<file path="src/rtl/filter_pkg.sv">
// Shared definitions for the moving-average filter feeder: sample width,
// filter geometry and the feeder FSM state type.
package filter_pkg;

    localparam int SAMPLE_W       = 8;
    localparam int FILTER_TAPS    = 4;
    localparam int FILTER_LATENCY = 1;

    typedef enum logic {
        IDLE = 1'b0,
        RUN  = 1'b1
    } feeder_state_t;

endpackage

</file>
<file path="src/rtl/sample_fifo.sv">
// Single-clock sample FIFO. Pointers carry one extra MSB so full and empty
// are told apart without a separate counter; occupancy is their difference.
// Pushes while full and pops while empty are ignored internally.
module sample_fifo #(
    parameter int DEPTH    = 16,
    parameter int SAMPLE_W = 8
) (
    input  logic                   CLK100MHZ,
    input  logic                   reset,
    input  logic                   push,
    input  logic [SAMPLE_W-1:0]    wr_data,
    input  logic                   pop,
    output logic [SAMPLE_W-1:0]    rd_data,
    output logic                   full,
    output logic                   empty,
    output logic [$clog2(DEPTH):0] level
);

    localparam int            AW      = $clog2(DEPTH);
    localparam logic [AW:0]   PTR_ONE = 1;

    logic [AW:0]          wr_ptr_q, wr_ptr_d;
    logic [AW:0]          rd_ptr_q, rd_ptr_d;
    logic                 wr_en;
    logic                 rd_en;
    logic [SAMPLE_W-1:0]  mem_q [DEPTH];

    // Status flags, gated handshakes and next pointer values.
    // NOTE: every signal gets a default at the top so no path can infer a latch.
    always_comb begin
        empty    = (wr_ptr_q == rd_ptr_q);
        full     = (wr_ptr_q[AW] != rd_ptr_q[AW]) &&
                   (wr_ptr_q[AW-1:0] == rd_ptr_q[AW-1:0]);
        level    = wr_ptr_q - rd_ptr_q;
        wr_en    = push && !full;
        rd_en    = pop && !empty;
        wr_ptr_d = wr_ptr_q;
        rd_ptr_d = rd_ptr_q;
        if (wr_en) wr_ptr_d = wr_ptr_q + PTR_ONE;
        if (rd_en) rd_ptr_d = rd_ptr_q + PTR_ONE;
        rd_data  = mem_q[rd_ptr_q[AW-1:0]];
    end

    // Pointer registers with synchronous reset.
    // NOTE: clocked state uses <= so every flop updates from pre-edge values.
    always_ff @(posedge CLK100MHZ) begin
        if (reset) begin
            wr_ptr_q <= '0;
            rd_ptr_q <= '0;
        end else begin
            wr_ptr_q <= wr_ptr_d;
            rd_ptr_q <= rd_ptr_d;
        end
    end

    // Sample storage write port.
    // NOTE: storage is not reset; the pointers alone define which entries are valid.
    always_ff @(posedge CLK100MHZ) begin
        if (wr_en) mem_q[wr_ptr_q[AW-1:0]] <= wr_data;
    end

endmodule

</file>
<file path="src/rtl/filter_feeder.sv">
// Streaming driver for the 4-tap moving-average filter. Buffers incoming
// samples, issues them to the filter with a start strobe, and captures the
// filter result one cycle later as a valid-qualified output stream.
// Optional build macro FILTER_FEEDER_PRIME_EN suppresses the first three
// results of every run so only full four-sample averages are emitted.
module filter_feeder
    import filter_pkg::*;
#(
    parameter int DEPTH = 16
) (
    input  logic                       CLK100MHZ,
    input  logic                       reset,
    input  logic                       enable,
    input  logic signed [SAMPLE_W-1:0] in_data,
    input  logic                       in_valid,
    output logic                       in_ready,
    output logic signed [SAMPLE_W-1:0] flt_sample,
    output logic                       flt_start,
    input  logic signed [SAMPLE_W-1:0] flt_result,
    output logic signed [SAMPLE_W-1:0] out_data,
    output logic                       out_valid,
    output logic [$clog2(DEPTH):0]     fifo_level
);

    logic                       fifo_pop;
    logic                       fifo_full;
    logic                       fifo_empty;
    logic [SAMPLE_W-1:0]        fifo_rd_data;
    logic                       issue_ok;

    feeder_state_t              state_q, state_d;
    logic signed [SAMPLE_W-1:0] flt_sample_q, flt_sample_d;
    logic                       flt_start_q, flt_start_d;
    logic [FILTER_LATENCY-1:0]  issue_q, issue_d;
    logic signed [SAMPLE_W-1:0] out_data_q, out_data_d;
    logic                       out_valid_q, out_valid_d;
`ifdef FILTER_FEEDER_PRIME_EN
    localparam logic [1:0]      PRIME_DONE = 2'(FILTER_TAPS - 1);
    logic [1:0]                 prime_cnt_q, prime_cnt_d;
`endif

    sample_fifo #(
        .DEPTH    (DEPTH),
        .SAMPLE_W (SAMPLE_W)
    ) u_fifo (
        .CLK100MHZ (CLK100MHZ),
        .reset     (reset),
        .push      (in_valid),
        .wr_data   (in_data),
        .pop       (fifo_pop),
        .rd_data   (fifo_rd_data),
        .full      (fifo_full),
        .empty     (fifo_empty),
        .level     (fifo_level)
    );

    // Issue FSM: pop one sample per edge while data is queued and enabled.
    always_comb begin
        state_d      = state_q;
        fifo_pop     = 1'b0;
        flt_sample_d = '0;
        flt_start_d  = 1'b0;
        issue_ok     = enable && !fifo_empty;
        case (state_q)
            IDLE: begin
                if (issue_ok) state_d = RUN;
            end
            RUN: begin
                if (!issue_ok) state_d = IDLE;
            end
        endcase
        if (issue_ok) begin
            fifo_pop     = 1'b1;
            flt_sample_d = $signed(fifo_rd_data);
            flt_start_d  = 1'b1;
        end
    end

    // Result capture: the issue pipe lines the strobe up with the filter output.
    always_comb begin
        issue_d     = (issue_q << 1) | FILTER_LATENCY'(flt_start_q);
        out_data_d  = out_data_q;
        out_valid_d = 1'b0;
        if (issue_q[FILTER_LATENCY-1]) begin
            out_data_d  = flt_result;
            out_valid_d = 1'b1;
        end
`ifdef FILTER_FEEDER_PRIME_EN
        prime_cnt_d = prime_cnt_q;
        if (issue_q[FILTER_LATENCY-1]) begin
            out_valid_d = (prime_cnt_q == PRIME_DONE);
            if (prime_cnt_q != PRIME_DONE) prime_cnt_d = prime_cnt_q + 2'd1;
        end
        // A new run restarts priming; this wins over a late capture of the old run.
        if (state_q == IDLE && state_d == RUN) prime_cnt_d = '0;
`endif
    end

    // State, issue and capture registers with synchronous reset.
    always_ff @(posedge CLK100MHZ) begin
        if (reset) begin
            state_q      <= IDLE;
            flt_sample_q <= '0;
            flt_start_q  <= 1'b0;
            issue_q      <= '0;
            out_data_q   <= '0;
            out_valid_q  <= 1'b0;
`ifdef FILTER_FEEDER_PRIME_EN
            prime_cnt_q  <= '0;
`endif
        end else begin
            state_q      <= state_d;
            flt_sample_q <= flt_sample_d;
            flt_start_q  <= flt_start_d;
            issue_q      <= issue_d;
            out_data_q   <= out_data_d;
            out_valid_q  <= out_valid_d;
`ifdef FILTER_FEEDER_PRIME_EN
            prime_cnt_q  <= prime_cnt_d;
`endif
        end
    end

    assign in_ready   = !fifo_full;
    assign flt_sample = flt_sample_q;
    assign flt_start  = flt_start_q;
    assign out_data   = out_data_q;
    assign out_valid  = out_valid_q;

endmodule

</file>
<file path="config.mk">
export PLATFORM = sky130hd
export DESIGN_NAME = filter_feeder
export DESIGN_NICKNAME = d
export VERILOG_FILES = /design/src/rtl/filter_pkg.sv /design/src/rtl/sample_fifo.sv /design/src/rtl/filter_feeder.sv
export SDC_FILE = /design/constraint.sdc
export NUM_CORES = 1
export LEC_CHECK = 0
export ABC_CLOCK_PERIOD_IN_PS = 4200
export CORE_UTILIZATION = 40
export CTS_CLUSTER_SIZE = 25
export DETAILED_ROUTE_END_ITERATION = 7
export PLACE_DENSITY = 0.6
export SLEW_MARGIN = 10
export SYNTH_ARGS = -nofsm -noshare
export SYNTH_HDL_FRONTEND = slang
export SYNTH_SLANG_ARGS = --single-unit
</file>
<file path="constraint.sdc">
create_clock -name CLK100MHZ -period 4.2 [get_ports CLK100MHZ]
set_clock_uncertainty 0.2 [all_clocks]
set_input_delay 0.84 -clock CLK100MHZ [delete_from_list [all_inputs] [get_ports CLK100MHZ]]
set_output_delay 0.84 -clock CLK100MHZ [all_outputs]
set_load 0.005 [all_outputs]
</file>
==> results.py <==
metrics = {
    "die": {
        "row_count": 45,
        "placeableCoreArea_um2": 15200,
        "io_pins": 44,
        "effective_utilization_at_floorplan_pct": 41.1,
        "floorplan.die.width_um": 127,
        "design.die.area_um2": 16100,
        "floorplan.die.height_um": 127,
    },
    "finish": {
        "antenna-diode-count": 0,
        "fin_cells": 601,
        "share_of_layout_cells_above_drive_strength_1_pct": 18.6,
        "syn2layout_area_growth_pct": 19.4,
        "final_cell_area_um2": 7460,
        "finish.net_count": 430,
    },
    "synth": {
        "synth_enable_flop_cells": 128,
        "synthTopCellsByCount": "sky130_fd_sc_hd__edfxtp_1 (128), sky130_fd_sc_hd__mux4_2 (32), sky130_fd_sc_hd__dfxtp_1 (29)",
        "synth_fp_nets": 376,
        "synthFlopType": "sky130_fd_sc_hd__edfxtp_1",
        "ys_types": 38,
        "fraction_of_the_yosys_area_taken_by_sequential_cells_pct": 70.8,
        "synth-async-reset-ratio_pct": 0,
        "yosys-top-cells-area": "sky130_fd_sc_hd__edfxtp_1 (62%), sky130_fd_sc_hd__mux4_2 (12%), sky130_fd_sc_hd__dfxtp_1 (9.3%), sky130_fd_sc_hd__mux2i_1 (2.7%), sky130_fd_sc_hd__ha_1 (1.8%)",
        "synth_largest_type_area_fraction_pct": 61.5,
        "post_synth_inst_count": 346,
        "yosysWarnings": 0,
        "synth.cell_area_um2": 6250,
        "yosys.cell_count.top_type": "sky130_fd_sc_hd__edfxtp_1",
        "ys_seq_elements": 157,
        "postSynthAreaPerCell_um2": 18.1,
        "synth_top_area_cell": "sky130_fd_sc_hd__edfxtp_1",
    },
    "worst_hold_path": {
        "min_to": "issue_q$_SDFF_PP0_",
        "holdCritStartpoint": "flt_start$_SDFF_PP0_",
        "min_path_type": "flip-flop to flip-flop",
        "worst_hold_path.num_cells": 1,
    },
    "drt": {
        "drt-total-wl_um": 12600,
        "drt_iter0_markers": 153,
        "vias_per_instance": 5.26,
        "vias": 3164,
        "ant_nets": 0,
        "route.detailed.wl_per_inst_um": 21.0,
        "first_pass_iters": 4,
        "route.detailed.drc": 0,
    },
    "critical_path": {
        "critical_path.reg2reg.startpoint": "u_fifo.rd_ptr_q[3]$_SDFFE_PP0P_",
        "r2r-end": "u_fifo.mem_q[12][0]$_DFFE_PP_",
        "worst_r2r_path_depth": 5,
        "worstPathMaxFanout": 10,
        "crit_path_cell_trace": "clkinv_1, fa_1, a21o_1, a21oi_1, xnor2_1, clkdlybuf4s50_1",
        "critical_path_class": "flip-flop to output pin",
        "crit_arrival_ps": 2550,
        "worst-endpoint-required_ps": 3160,
        "critPathTopFamily": "buffers and inverters",
        "critical_path.endpoint_type": "output pin",
        "critical_path.startpoint_type": "flip-flop",
        "timing.reg2reg.setup_slack_ps": 990,
        "slowest_stage": "sky130_fd_sc_hd__fa_1",
        "critical_path_buf_inv_count": 2,
        "critPathLaunch": "u_fifo.rd_ptr_q[1]$_SDFFE_PP0P_",
        "cp_slowest_stage_delay_ps": 540,
    },
    "global_routing": {
        "grt_remaining_overflow": 0,
        "grt_max_degree": 35,
        "antenna_violations_before_repair": 0,
        "grt_pass1_wl_um": 19400,
        "vias_in_the_first_global_route": 3313,
        "overall_routing_resource_usage_pct": 17.1,
    },
    "clocking": {
        "cts_hold_buf": 0,
        "root_buffer_cell": "sky130_fd_sc_hd__clkbuf_16",
        "tritoncts_num_sinks": 157,
        "cts.repair_timing.setup_buffer_count": 0,
        "cts_tree": "built",
        "cts_repair_resize_count": 0,
        "cts_inserted_buffers": 17,
        "clock_latency_ps": 420,
        "clock_pin_slew_on_the_worst_setup_and_hold_paths_ps": 60,
        "clk_path_buf_depth": 2,
        "clock_tree.htree_level_count": 4,
    },
    "outcome": {
        "status": "complete, no violations",
    },
    "placement": {
        "count_of_input_and_output_buffers": 43,
        "gp_weighted_congestion": 0.830,
        "dp_cells": 569,
        "post_dp_cell_area_um2": 6880,
        "pre_cts_ws_ps": 996,
        "detailed_place_hpwl_um": 8210,
    },
    "timing": {
        "totalNegativeSetupSlack_ps": 0,
        "grt_setup_unrepaired": "false",
        "final_max_slew_viol_count": 0,
        "hold_violations_final": 0,
        "pin_slew_with_the_least_headroom_to_its_limit_ps": 720,
        "final.period_utilization_pct": 85.5,
        "timing.final.crit_period_ps": 3590,
        "layout_setup_ws_ps": 611,
        "finalSetupViolations": 0,
        "max_clock_freq_mhz": 279,
        "maxSlewHeadroom_pct": 51.9,
    },
    "power": {
        "p_seq_share_pct": 47.0,
        "leakage_uw": 0.00243,
        "vdd_drop_max_uv": 318,
        "comb_power_share_pct": 11.8,
        "p_sw_share_pct": 22.4,
        "intPower_uw": 2860,
        "power.density_cell_area_nw_per_um2": 494,
        "power.share.clock_pct": 41.2,
        "netSwitchingPower_uw": 827,
    },
    "run": {
        "max_cap_violations": 0,
    },
}
per-layer routing:
layer	up-vias	GRT usage (%)	part of all wire, %
met1	1617	21.6	44
li1	1461	-	-
met5	-	0	0
met4	0	6.93	1.7
met2	67	28.3	50
met3	19	4.19	4.0
logic make-up (layout without fill, tap and decap cells):
| logic type | after synthesis | count (layout) | synth area share, % |
|---|---|---|---|
| buf+inv | 25 | 92 | 2.54 |
| mux | 49 | 49 | 14.3 |
| simple gates | 70 | 70 | 5.89 |
| flops | 157 | 157 | 70.8 |
| fa+ha+maj | 10 | 10 | 2.12 |
| compound gates | 23 | 23 | 2.60 |
| xor+xnor | 12 | 12 | 1.80 |
how the worst max path moves through the flow:
stage | endpoint | slack (ps) | cells past startpoint
CTS | fifo_level[4] | 580 | 6
floorplan | u_fifo.mem_q[0][0]$_DFFE_PP_ | 940 | 7
finish | fifo_level[4] | 610 | 6
global route | fifo_level[4] | 450 | 6
global placement | fifo_level[4] | 1050 | 6
detailed placement | u_fifo.mem_q[13][2]$_DFFE_PP_ | 1000 | 5
placed cells by master (no fill, tap or decap), types with 6 or more instances in the layout:
cell                              count
sky130_fd_sc_hd__mux2i_1             17
sky130_fd_sc_hd__edfxtp_1           128
sky130_fd_sc_hd__xnor2_1              7
sky130_fd_sc_hd__buf_4                9
sky130_fd_sc_hd__ha_1                 9
sky130_fd_sc_hd__mux4_2              32
sky130_fd_sc_hd__dfxtp_1             28
sky130_fd_sc_hd__nand2_1             19
sky130_fd_sc_hd__nor2_1              17
sky130_fd_sc_hd__clkbuf_16           17
sky130_fd_sc_hd__and3_1              13
sky130_fd_sc_hd__clkdlybuf4s50_1     43
sky130_fd_sc_hd__inv_1                7
sky130_fd_sc_hd__a21oi_1              6
sky130_fd_sc_hd__a211oi_1             7
worst reg2reg max path: stages (launching register included):
cell,delay (ps)
sky130_fd_sc_hd__dfxtp_1,590
sky130_fd_sc_hd__inv_1,250
sky130_fd_sc_hd__ha_1,410
sky130_fd_sc_hd__and4_1,270
sky130_fd_sc_hd__a21boi_0,590
sky130_fd_sc_hd__and4_1,550
power by group through the flow:
stage | sequential [uW] | clock [uW] | combinational [uW]
after detailed placement | 1770 | 0 | 438
after global routing | 1740 | 1610 | 472
after global placement | 1760 | 0 | 435
after floorplan | 1760 | 0 | 283
after CTS | 1730 | 1540 | 440
final | 1730 | 1520 | 434
stage by stage:
stage | hold slack (ps) | util (%) | power (uW)
CTS | 265 | 49.1 | 3720
global placement | 248 | 45.3 | 2200
detailed placement | 251 | 45.3 | 2210
finish | 263 | 49.1 | 3690
global route | 282 | 49.1 | 3820
floorplan | 262 | - | 2050
sequential cells by signal, indices dropped and copies added (netlist names):
register	cells
flt_sample	8
u_fifo.mem_q	128
u_fifo.rd_ptr_q	5
out_valid	1
out_data	8
issue_q	1
flt_start	1
u_fifo.wr_ptr_q	5
cell type report:
| type | instances | area [um^2] |
|---|---|---|
| fill | 1263 | 7740 |
| sequential | 157 | 4430 |
| multi-input combinational | 164 | 1690 |
| timing repair buffer | 52 | 498 |
| clock buffer | 20 | 437 |
| tap | 188 | 235 |
| clock inverter | 12 | 146 |
| inverter | 8 | 30.0 |
(Power assumes the default switching activity.)
